--- config.mk ---
export PLATFORM = sky130hd
export DESIGN_NAME = dma_copy_engine_flat
export DESIGN_NICKNAME = d
export VERILOG_FILES = /design/src/rtl/dma_copy_engine_if.sv /design/src/rtl/dma_copy_engine.sv /design/src/flat_wrapper.sv
export SDC_FILE = /design/constraint.sdc
export NUM_CORES = 2
export LEC_CHECK = 0
export ABC_AREA = 0
export ABC_CLOCK_PERIOD_IN_PS = 7700
export BUFFER_PORTS_ARGS = -buffer_cell sky130_fd_sc_hd__clkbuf_2
export CAP_MARGIN = 20
export CORE_MARGIN = 3
export CORE_UTILIZATION = 45
export DETAILED_ROUTE_END_ITERATION = 8
export SLEW_MARGIN = 20
export SYNTH_ARGS = -nofsm -noshare
export SYNTH_HDL_FRONTEND = slang
export SYNTH_SLANG_ARGS = --single-unit
export TNS_END_PERCENT = 5
--- constraint.sdc ---
create_clock -name clk -period 7.7 [get_ports clk]
set_input_delay 1.155 -clock clk [delete_from_list [all_inputs] [get_ports clk]]
set_output_delay 1.155 -clock clk [all_outputs]
set_load 0.005 [all_outputs]
--- src/rtl/dma_copy_engine_if.sv ---
// Memory-side bus of the DMA copy engine: AXI-style read-address, read-data,
// write-address, write-data and write-response channels.
//   master modport : the copy engine (drives addresses, write data, R/B ready)
//   slave  modport : the memory / interconnect model
// Burst type, size and ID are tied off outside this bundle, so only address,
// length, data, last, response and the valid/ready pairs are carried.
interface dma_copy_engine_if #(
  parameter int DATA_W = 32
);
  // read address channel
  logic [31:0]       ARADDR_M;
  logic [3:0]        ARLEN_M;
  logic              ARVALID_M;
  logic              ARREADY_M;
  // read data channel
  logic [DATA_W-1:0] RDATA_M;
  logic [1:0]        RRESP_M;
  logic              RLAST_M;
  logic              RVALID_M;
  logic              RREADY_M;
  // write address channel
  logic [31:0]       AWADDR_M;
  logic [3:0]        AWLEN_M;
  logic              AWVALID_M;
  logic              AWREADY_M;
  // write data channel
  logic [DATA_W-1:0] WDATA_M;
  logic              WLAST_M;
  logic              WVALID_M;
  logic              WREADY_M;
  // write response channel
  logic [1:0]        BRESP_M;
  logic              BVALID_M;
  logic              BREADY_M;

  modport master (
    output ARADDR_M, ARLEN_M, ARVALID_M,
    input  ARREADY_M,
    input  RDATA_M, RRESP_M, RLAST_M, RVALID_M,
    output RREADY_M,
    output AWADDR_M, AWLEN_M, AWVALID_M,
    input  AWREADY_M,
    output WDATA_M, WLAST_M, WVALID_M,
    input  WREADY_M,
    input  BRESP_M, BVALID_M,
    output BREADY_M
  );

  modport slave (
    input  ARADDR_M, ARLEN_M, ARVALID_M,
    output ARREADY_M,
    output RDATA_M, RRESP_M, RLAST_M, RVALID_M,
    input  RREADY_M,
    input  AWADDR_M, AWLEN_M, AWVALID_M,
    output AWREADY_M,
    input  WDATA_M, WLAST_M, WVALID_M,
    output WREADY_M,
    output BRESP_M, BVALID_M,
    input  BREADY_M
  );
endinterface

--- src/rtl/dma_copy_engine.sv ---
// DMA copy engine: copies word_cnt words from src_addr to dst_addr using INCR
// bursts on the memory bus. A read FSM fills an internal FIFO and a write FSM
// drains it; the two run concurrently.
// Ports:
//   clk, rstn          : clock, asynchronous active-low reset
//   start              : one-cycle request; ignored while busy
//   src_addr, dst_addr : word-aligned byte addresses
//   word_cnt           : number of words to copy (0 gives an immediate done)
//   busy, done, err    : copy in progress, completion pulse, sticky bus error
//   axi                : memory bus (master side)
module dma_copy_engine #(
  parameter int DATA_W     = 32,
  parameter int MAX_BURST  = 16,
  parameter int FIFO_DEPTH = 32
) (
  input  logic                 clk,
  input  logic                 rstn,
  input  logic                 start,
  input  logic [31:0]          src_addr,
  input  logic [31:0]          dst_addr,
  input  logic [15:0]          word_cnt,
  output logic                 busy,
  output logic                 done,
  output logic                 err,
  dma_copy_engine_if.master    axi
);

  localparam int BYTES = DATA_W / 8;
  localparam int SHIFT = $clog2(BYTES);
  localparam int PTR_W = $clog2(FIFO_DEPTH);
  localparam int CNT_W = PTR_W + 1;

  typedef enum logic [1:0] {R_IDLE, R_ADDR, R_DATA} r_state_e;
  typedef enum logic [1:0] {W_IDLE, W_ADDR, W_DATA, W_RESP} w_state_e;

  r_state_e          r_state_q, r_state_d;
  w_state_e          w_state_q, w_state_d;
  logic              busy_q, busy_d;
  logic              done_q, done_d;
  logic              err_q, err_d;
  logic [31:0]       rd_addr_q, rd_addr_d;
  logic [15:0]       rd_rem_q, rd_rem_d;
  logic [31:0]       wr_addr_q, wr_addr_d;
  logic [15:0]       wr_rem_q, wr_rem_d;
  logic [4:0]        rd_outst_q, rd_outst_d;
  logic [3:0]        w_beat_q, w_beat_d;
  logic [CNT_W-1:0]  fifo_cnt_q, fifo_cnt_d;
  logic [PTR_W-1:0]  wr_ptr_q, wr_ptr_d;
  logic [PTR_W-1:0]  rd_ptr_q, rd_ptr_d;

  logic [DATA_W-1:0] fifo_mem [FIFO_DEPTH];

  logic [4:0]        rd_len;
  logic [4:0]        wr_len;
  logic [16:0]       fifo_free;
  logic              rd_space_ok;
  logic              wr_data_ok;
  logic              push;
  logic              pop;

  // Burst length: the smallest of MAX_BURST, the words left and the words up
  // to the next 4 KB boundary (a burst must never cross one).
  function automatic logic [4:0] burst_len(input logic [31:0] addr,
                                           input logic [15:0] rem);
    logic [12:0] to_bnd;
    logic [15:0] len;
    to_bnd = (13'h1000 - {1'b0, addr[11:0]}) >> SHIFT;
    len    = 16'(MAX_BURST);
    if ({3'b000, to_bnd} < len) len = {3'b000, to_bnd};
    if (rem < len)              len = rem;
    return len[4:0];
  endfunction

  assign rd_len = burst_len(rd_addr_q, rd_rem_q);
  assign wr_len = burst_len(wr_addr_q, wr_rem_q);

  // Free space also subtracts beats of the read burst still in flight, so a
  // read is only issued when every one of its beats is guaranteed a slot.
  assign fifo_free   = 17'(FIFO_DEPTH) - 17'(fifo_cnt_q) - 17'(rd_outst_q);
  assign rd_space_ok = fifo_free >= 17'(rd_len);
  assign wr_data_ok  = 17'(fifo_cnt_q) >= 17'(wr_len);

  assign push = (r_state_q == R_DATA) && axi.RVALID_M;
  assign pop  = (w_state_q == W_DATA) && axi.WREADY_M;

  always_comb begin
    r_state_d  = r_state_q;
    w_state_d  = w_state_q;
    busy_d     = busy_q;
    done_d     = 1'b0;
    err_d      = err_q;
    rd_addr_d  = rd_addr_q;
    rd_rem_d   = rd_rem_q;
    wr_addr_d  = wr_addr_q;
    wr_rem_d   = wr_rem_q;
    rd_outst_d = rd_outst_q;
    w_beat_d   = w_beat_q;

    if (start && !busy_q) begin
      rd_addr_d = src_addr;
      wr_addr_d = dst_addr;
      rd_rem_d  = word_cnt;
      wr_rem_d  = word_cnt;
      err_d     = 1'b0;
      if (word_cnt == 16'd0) done_d = 1'b1;
      else                   busy_d = 1'b1;
    end

    case (r_state_q)
      R_IDLE: begin
        if (busy_q && (rd_rem_q != 16'd0) && rd_space_ok) begin
          r_state_d  = R_ADDR;
          rd_outst_d = rd_len;
        end
      end
      R_ADDR: begin
        // Address/length stay frozen until ARREADY; they advance on the handshake.
        if (axi.ARREADY_M) begin
          r_state_d = R_DATA;
          rd_addr_d = rd_addr_q + (32'(rd_len) << SHIFT);
          rd_rem_d  = rd_rem_q - 16'(rd_len);
        end
      end
      R_DATA: begin
        if (axi.RVALID_M) begin
          rd_outst_d = rd_outst_q - 5'd1;
          if (axi.RRESP_M != 2'b00) err_d = 1'b1;
          if (axi.RLAST_M) begin
            rd_outst_d = 5'd0;
            if ((rd_rem_q != 16'd0) && rd_space_ok) begin
              r_state_d  = R_ADDR;
              rd_outst_d = rd_len;
            end else begin
              // Either everything is requested or we wait in idle for space.
              r_state_d = R_IDLE;
            end
          end
        end
      end
      default: r_state_d = R_IDLE;
    endcase

    case (w_state_q)
      W_IDLE: begin
        if (busy_q && (wr_rem_q != 16'd0) && wr_data_ok) w_state_d = W_ADDR;
      end
      W_ADDR: begin
        if (axi.AWREADY_M) begin
          w_state_d = W_DATA;
          w_beat_d  = 4'(wr_len - 5'd1);
          wr_addr_d = wr_addr_q + (32'(wr_len) << SHIFT);
          wr_rem_d  = wr_rem_q - 16'(wr_len);
        end
      end
      W_DATA: begin
        // w_beat_q counts beats left after the current one; zero marks WLAST.
        if (axi.WREADY_M) begin
          if (w_beat_q == 4'd0) w_state_d = W_RESP;
          else                  w_beat_d  = w_beat_q - 4'd1;
        end
      end
      W_RESP: begin
        if (axi.BVALID_M) begin
          if (axi.BRESP_M != 2'b00) err_d = 1'b1;
          if (wr_rem_q == 16'd0) begin
            w_state_d = W_IDLE;
            busy_d    = 1'b0;
            done_d    = 1'b1;
          end else if (wr_data_ok) begin
            w_state_d = W_ADDR;
          end else begin
            w_state_d = W_IDLE;
          end
        end
      end
      default: w_state_d = W_IDLE;
    endcase
  end

  always_comb begin
    wr_ptr_d   = wr_ptr_q;
    rd_ptr_d   = rd_ptr_q;
    fifo_cnt_d = fifo_cnt_q;
    if (push) wr_ptr_d = wr_ptr_q + 1'b1;
    if (pop)  rd_ptr_d = rd_ptr_q + 1'b1;
    case ({push, pop})
      2'b10:   fifo_cnt_d = fifo_cnt_q + 1'b1;
      2'b01:   fifo_cnt_d = fifo_cnt_q - 1'b1;
      default: fifo_cnt_d = fifo_cnt_q;
    endcase
  end

  always_ff @(posedge clk or negedge rstn) begin
    if (!rstn) begin
      r_state_q  <= R_IDLE;
      w_state_q  <= W_IDLE;
      busy_q     <= 1'b0;
      done_q     <= 1'b0;
      err_q      <= 1'b0;
      rd_addr_q  <= '0;
      rd_rem_q   <= '0;
      wr_addr_q  <= '0;
      wr_rem_q   <= '0;
      rd_outst_q <= '0;
      w_beat_q   <= '0;
      fifo_cnt_q <= '0;
      wr_ptr_q   <= '0;
      rd_ptr_q   <= '0;
    end else begin
      r_state_q  <= r_state_d;
      w_state_q  <= w_state_d;
      busy_q     <= busy_d;
      done_q     <= done_d;
      err_q      <= err_d;
      rd_addr_q  <= rd_addr_d;
      rd_rem_q   <= rd_rem_d;
      wr_addr_q  <= wr_addr_d;
      wr_rem_q   <= wr_rem_d;
      rd_outst_q <= rd_outst_d;
      w_beat_q   <= w_beat_d;
      fifo_cnt_q <= fifo_cnt_d;
      wr_ptr_q   <= wr_ptr_d;
      rd_ptr_q   <= rd_ptr_d;
    end
  end

  // Storage only; emptiness is tracked by the pointers/count above.
  always_ff @(posedge clk) begin
    if (push) fifo_mem[wr_ptr_q] <= axi.RDATA_M;
  end

  // Outputs are decoded from state so reset zeroes them immediately; payloads
  // are forced to zero whenever their valid is low.
  assign axi.ARVALID_M = (r_state_q == R_ADDR);
  assign axi.ARADDR_M  = axi.ARVALID_M ? rd_addr_q : 32'd0;
  assign axi.ARLEN_M   = axi.ARVALID_M ? 4'(rd_len - 5'd1) : 4'd0;
  assign axi.RREADY_M  = (r_state_q == R_DATA);

  assign axi.AWVALID_M = (w_state_q == W_ADDR);
  assign axi.AWADDR_M  = axi.AWVALID_M ? wr_addr_q : 32'd0;
  assign axi.AWLEN_M   = axi.AWVALID_M ? 4'(wr_len - 5'd1) : 4'd0;
  assign axi.WVALID_M  = (w_state_q == W_DATA);
  assign axi.WDATA_M   = axi.WVALID_M ? fifo_mem[rd_ptr_q] : '0;
  assign axi.WLAST_M   = axi.WVALID_M && (w_beat_q == 4'd0);
  assign axi.BREADY_M  = (w_state_q == W_RESP);

  assign busy = busy_q;
  assign done = done_q;
  assign err  = err_q;

endmodule

--- src/flat_wrapper.sv ---
// flat-port wrapper written by rule: the top's interface ports become plain ports
module dma_copy_engine_flat 
#(
  parameter int DATA_W     = 32,
  parameter int MAX_BURST  = 16,
  parameter int FIFO_DEPTH = 32
)
  (clk, rstn, start, src_addr, dst_addr, word_cnt, busy, done, err, axi_ARADDR_M, axi_ARLEN_M, axi_ARVALID_M, axi_ARREADY_M, axi_RDATA_M, axi_RRESP_M, axi_RLAST_M, axi_RVALID_M, axi_RREADY_M, axi_AWADDR_M, axi_AWLEN_M, axi_AWVALID_M, axi_AWREADY_M, axi_WDATA_M, axi_WLAST_M, axi_WVALID_M, axi_WREADY_M, axi_BRESP_M, axi_BVALID_M, axi_BREADY_M);
  dma_copy_engine_if #(.DATA_W(DATA_W)) axi_i ();
  input  logic clk;
  input  logic rstn;
  input  logic start;
  input  logic [31:0] src_addr;
  input  logic [31:0] dst_addr;
  input  logic [15:0] word_cnt;
  output logic busy;
  output logic done;
  output logic err;
  output wire logic [$bits(axi_i.ARADDR_M)-1:0] axi_ARADDR_M;
  output wire logic [$bits(axi_i.ARLEN_M)-1:0] axi_ARLEN_M;
  output wire logic [$bits(axi_i.ARVALID_M)-1:0] axi_ARVALID_M;
  input wire logic [$bits(axi_i.ARREADY_M)-1:0] axi_ARREADY_M;
  input wire logic [$bits(axi_i.RDATA_M)-1:0] axi_RDATA_M;
  input wire logic [$bits(axi_i.RRESP_M)-1:0] axi_RRESP_M;
  input wire logic [$bits(axi_i.RLAST_M)-1:0] axi_RLAST_M;
  input wire logic [$bits(axi_i.RVALID_M)-1:0] axi_RVALID_M;
  output wire logic [$bits(axi_i.RREADY_M)-1:0] axi_RREADY_M;
  output wire logic [$bits(axi_i.AWADDR_M)-1:0] axi_AWADDR_M;
  output wire logic [$bits(axi_i.AWLEN_M)-1:0] axi_AWLEN_M;
  output wire logic [$bits(axi_i.AWVALID_M)-1:0] axi_AWVALID_M;
  input wire logic [$bits(axi_i.AWREADY_M)-1:0] axi_AWREADY_M;
  output wire logic [$bits(axi_i.WDATA_M)-1:0] axi_WDATA_M;
  output wire logic [$bits(axi_i.WLAST_M)-1:0] axi_WLAST_M;
  output wire logic [$bits(axi_i.WVALID_M)-1:0] axi_WVALID_M;
  input wire logic [$bits(axi_i.WREADY_M)-1:0] axi_WREADY_M;
  input wire logic [$bits(axi_i.BRESP_M)-1:0] axi_BRESP_M;
  input wire logic [$bits(axi_i.BVALID_M)-1:0] axi_BVALID_M;
  output wire logic [$bits(axi_i.BREADY_M)-1:0] axi_BREADY_M;
  assign axi_ARADDR_M = axi_i.ARADDR_M;
  assign axi_ARLEN_M = axi_i.ARLEN_M;
  assign axi_ARVALID_M = axi_i.ARVALID_M;
  assign axi_i.ARREADY_M = axi_ARREADY_M;
  assign axi_i.RDATA_M = axi_RDATA_M;
  assign axi_i.RRESP_M = axi_RRESP_M;
  assign axi_i.RLAST_M = axi_RLAST_M;
  assign axi_i.RVALID_M = axi_RVALID_M;
  assign axi_RREADY_M = axi_i.RREADY_M;
  assign axi_AWADDR_M = axi_i.AWADDR_M;
  assign axi_AWLEN_M = axi_i.AWLEN_M;
  assign axi_AWVALID_M = axi_i.AWVALID_M;
  assign axi_i.AWREADY_M = axi_AWREADY_M;
  assign axi_WDATA_M = axi_i.WDATA_M;
  assign axi_WLAST_M = axi_i.WLAST_M;
  assign axi_WVALID_M = axi_i.WVALID_M;
  assign axi_i.WREADY_M = axi_WREADY_M;
  assign axi_i.BRESP_M = axi_BRESP_M;
  assign axi_i.BVALID_M = axi_BVALID_M;
  assign axi_BREADY_M = axi_i.BREADY_M;
  dma_copy_engine #(.DATA_W(DATA_W), .MAX_BURST(MAX_BURST), .FIFO_DEPTH(FIFO_DEPTH)) u_core (.clk(clk), .rstn(rstn), .start(start), .src_addr(src_addr), .dst_addr(dst_addr), .word_cnt(word_cnt), .busy(busy), .done(done), .err(err), .axi(axi_i));
endmodule
==> results.txt <==
The number of antenna violations at the first check in global routing is 5. The maximum fanout along the worst path came out at 8. At the worst endpoint, the arrival time is 4820 ps. The setup path with the least slack is of type flop to output port.

sky130_fd_sc_hd__edfxtp_1 takes more of the synthesized area than any other cell. The min-delay analysis places its worst path in the category flop to flop. The initialized floorplan defines 119 standard-cell rows. The initial utilization of the core area, before any placement, comes to 45.69%. After detailed routing, the number of remaining DRC violations is 0.

The clock tree from TritonCTS is built. The post-CTS resize count is 0. The source-to-sink clock delay at the later pin of the worst-skew pair came out at 700 ps.

At the end of routability-driven placement, the weighted congestion stood at 0.8828. The count of input and output buffers is 237. The final critical-path share of the clock period is 77.57%. The number of synthesized register bits came out at 1152. The horizontal extent of the die is 334.1 um.

The number of cells on the worst reg-to-reg path came out at 20. In the synthesized netlist, the cells that appear most often are sky130_fd_sc_hd__edfxtp_1 (1024), sky130_fd_sc_hd__mux4_2 (320), sky130_fd_sc_hd__nor2_1 (181). The clock transition at the register clock pins on the worst setup and hold paths after CTS came out at 60 ps. The area of the die is 0.1116 mm2. The final global-route overflow total came out at 0. The total global-route track usage is 22.05%. The worst setup path is captured at an output port. The number of max-capacitance violations reported came out at 0.

In the global route stage, met1 resource usage came out at a little under a third. The worst-case clock buffer depth came out at 3. Setup repair after global routing left no endpoint under its margin.

The setup slack of the worst register-to-register path came out at 1890 ps. The worst hold path begins at u_core.wr_rem_q[13]$_DFF_PN0_. The total detailed-routing wirelength is 123200 um.

After layout, the minimum clock period comes to roughly 6000 ps. The leading cell type by number of instances after synthesis is sky130_fd_sc_hd__edfxtp_1. The number of instances in the synthesized netlist is 2657.

The end of the worst hold path is u_core.wr_rem_q[13]$_DFF_PN0_. The worst pin sits at a relative slew slack of roughly a third. Synthesis instantiated 80 different standard cells from the library. The first-pass iteration count of the detailed router is 5. The final-report hold violation count came to 0.

Clock tree synthesis selected as its root buffer the cell sky130_fd_sc_hd__clkbuf_16. The share of synthesized flip-flops with an asynchronous set or reset is 11.11%. The worst register-to-register path ends at u_core.rd_addr_q[26]$_DFF_PN0_. The count of nets after finishing came out at 3158. The largest net degree at the start of global routing is 84. The number of filler cells placed in the layout came out at about 8400. The run finished with clean final reports. The detailed placement HPWL is 71330 um. The achievable clock frequency is 167.4 MHz. Ranked by total cell area, the synthesized netlist is headed by sky130_fd_sc_hd__edfxtp_1 (63%), sky130_fd_sc_hd__mux4_2 (15%), sky130_fd_sc_hd__dfrtp_1 (6.6%), sky130_fd_sc_hd__ha_1 (1.9%), sky130_fd_sc_hd__nor2_1 (1.4%). The netlist area before placement came out at between 0.04 and 0.05 mm2. The per-cell via count in the routed design came out at 5.978.

The total area inside the core boundary comes to 0.1060 mm2. At the pin with the least slew margin, the transition time is around 1000 ps. Among all flip-flop cells after synthesis, the most frequent one is sky130_fd_sc_hd__edfxtp_1.

The count of hold buffers inserted by post-cts repair is 0. The first global-routing pass estimated 182000 um of wire. The number of clock sinks came out at 1152. The first routing iteration left 2517 violations. The number of flops mapped to enable cells by yosys came out at about 1000. The routed via count is 26561. The area growth from synthesis to layout is 14.63%. The fraction of final layout cells sized beyond drive strength 1 came out at 28.12%. After global routing, the most crowded layer is met2.

Dividing the detail-routed wire length by the instance count gives 27.73 um. After synthesis, the mean cell area works out to roughly 18 um2. The share of the yosys chip area belonging to registers came out at 70.10%. The worst ir drop on vdd is 280.3 uV. The height of the die is 334.1 um.

The required arrival time at the worst endpoint came out at 6550 ps. The TritonCTS buffer count came out at between 100 and 150. Final hold analysis gives a worst-case slack of 493.9 ps. The number of setup buffers added after CTS came out at 0.

In this run the power density over the cells is ~340 mW/mm2. The yosys synthesis warning count is 0. The sum of negative setup slack is 0 ps. The launching element type of the critical path is a flop. Setup violations remaining at the end of the flow were counted as 0. The met2 usage is 36.18%. The share of Yosys cell area claimed by the top area cell type is 63.49%. Global routing consumed, on the met3 layer, 4.248% of the routing resources. The leakage dissipation is roughly 19 nW. The remaining antenna violation count came out at 0. CTS built an H-tree with a depth of 3. The number of global-route vias before repair came out at 27156. The final worst clock skew is approximately 50 ps. The reg-to-reg critical path startpoint is u_core.rd_addr_q[2]$_DFF_PN0_.

Counting instances, the worst hold path has a depth of 2. The I/O pin total came out at about 240. The max-slew violation count came to 0.
==> where the power goes <==
part,total (W),internal (W),switching (W)
Combinational,0.00580,0.00286,0.00294
Clock,0.00559,0.00321,0.00238
Sequential,0.00765,0.00710,0.000550
Total,0.0190,0.0132,0.00588
==> worst max path at each step <==
stage,startpoint,endpoint,slack [ps],cells after the start
6_report,u_core.rd_addr_q[2]$_DFF_PN0_,axi_ARLEN_M[2],1730,14
5_1_grt,u_core.rd_addr_q[2]$_DFF_PN0_,axi_ARLEN_M[2],1240,14
4_1_cts,u_core.rd_addr_q[2]$_DFF_PN0_,axi_ARLEN_M[2],1600,14
3_5_place_dp,u_core.rd_addr_q[2]$_DFF_PN0_,u_core.rd_rem_q[10]$_DFF_PN0_,1900,18
3_3_place_gp,u_core.rd_addr_q[2]$_DFF_PN0_,u_core.rd_addr_q[26]$_DFF_PN0_,2090,19
2_1_floorplan,u_core.rd_addr_q[2]$_DFF_PN0_,u_core.rd_rem_q[10]$_DFF_PN0_,2730,18
==> kinds of logic after synthesis <==
kind of cell,after synthesis,synth area share (%)
fa+ha+maj,81,2.186
other cells,1,0.007743
mux,360,15.72
buf+inv,191,1.483
flops,1152,70.10
simple gates,536,5.407
xor+xnor,39,0.7053
compound gates,297,4.392
==> metal layers <==
layer / share of wire (%) / vias to the layer above / wire length [um]
met2: 49 / 992 / 60570
met3: 6.9 / 176 / 8474
met1: 42 / 14013 / 51180
met5: 0.032 / - / 40
li1: - / 11374 / -
met4: 2.4 / 6 / 2950
==> worst max-delay path, stage by stage, from the launching register on <==
cell	delay, ps
sky130_fd_sc_hd__dfrtp_1	440
sky130_fd_sc_hd__nor4_1	550
sky130_fd_sc_hd__nand2b_1	160
sky130_fd_sc_hd__xor2_1	150
sky130_fd_sc_hd__nand2_1	100
sky130_fd_sc_hd__ha_1	300
sky130_fd_sc_hd__a2111o_1	380
sky130_fd_sc_hd__o311ai_2	540
sky130_fd_sc_hd__nand2_1	340
sky130_fd_sc_hd__o21ai_1	490
sky130_fd_sc_hd__inv_2	80
sky130_fd_sc_hd__ha_1	230
sky130_fd_sc_hd__xnor2_1	130
sky130_fd_sc_hd__nor2_1	110
sky130_fd_sc_hd__clkbuf_2	130
==> per-stage QoR <==
stage	utilization, %	total power [W]	instance area (um2)	instances	setup slack [ps]
2_1_floorplan	-	0.01175	48470	2668	2733
3_3_place_gp	48.71	0.01352	51640	4222	2094
3_5_place_dp	48.72	0.01362	51650	4222	1903
4_1_cts	52.33	0.01923	55480	4441	1596
5_1_grt	52.37	0.02000	55520	4443	1236
6_report	52.37	0.01904	55520	4443	1727
==> state kept, by name, summed over array words and instances (netlist names) <==
register,count
u_core.rd_rem_q,16
u_core.rd_outst_q,5
u_core.busy,1
u_core.fifo_mem,1024
u_core.done,1
u_core.wr_ptr_q,5
u_core.w_beat_q,4
u_core.err,1
u_core.r_state_q,2
u_core.rd_ptr_q,5
u_core.wr_addr_q,32
u_core.fifo_cnt_q,6
u_core.wr_rem_q,16
u_core.w_state_q,2
u_core.rd_addr_q,32
==> layout by cell type (no fill, tap or decap), types with 16 or more instances in the layout <==
cell type	synthesis	routed
sky130_fd_sc_hd__a211oi_1	57	57
sky130_fd_sc_hd__a21oi_1	55	55
sky130_fd_sc_hd__a311oi_1	28	28
sky130_fd_sc_hd__a31oi_1	16	16
sky130_fd_sc_hd__and2_1	81	81
sky130_fd_sc_hd__buf_4	0	50
sky130_fd_sc_hd__clkbuf_1	104	27
sky130_fd_sc_hd__clkbuf_16	0	119
sky130_fd_sc_hd__clkbuf_2	0	236
sky130_fd_sc_hd__clkinv_1	1	17
sky130_fd_sc_hd__clkinv_2	0	24
sky130_fd_sc_hd__dfrtp_1	128	123
sky130_fd_sc_hd__edfxtp_1	1024	1024
sky130_fd_sc_hd__ha_1	75	75
sky130_fd_sc_hd__inv_1	55	55
sky130_fd_sc_hd__mux2i_1	36	36
sky130_fd_sc_hd__mux4_2	320	320
sky130_fd_sc_hd__nand2_1	109	108
sky130_fd_sc_hd__nand3_1	30	30
sky130_fd_sc_hd__nor2_1	181	147
sky130_fd_sc_hd__nor2_4	0	33
sky130_fd_sc_hd__nor3_1	33	32
sky130_fd_sc_hd__o21ai_0	31	31
sky130_fd_sc_hd__xnor2_1	26	26
==> area by class of cell <==
cell class | instances | area [um2] | area share, %
Antenna cell | 1 | 2.502 | 0.004507
Clock buffer | 156 | 3217 | 5.794
Clock inverter | 63 | 609.3 | 1.098
Inverter | 63 | 236.5 | 0.4259
Multi-Input combinational cell | 1325 | 14070 | 25.34
Sequential cell | 1152 | 33970 | 61.18
Tap cell | 1391 | 1740 | 3.135
Timing Repair Buffer | 292 | 1675 | 3.018
Power figures use the tool's default switching activity.
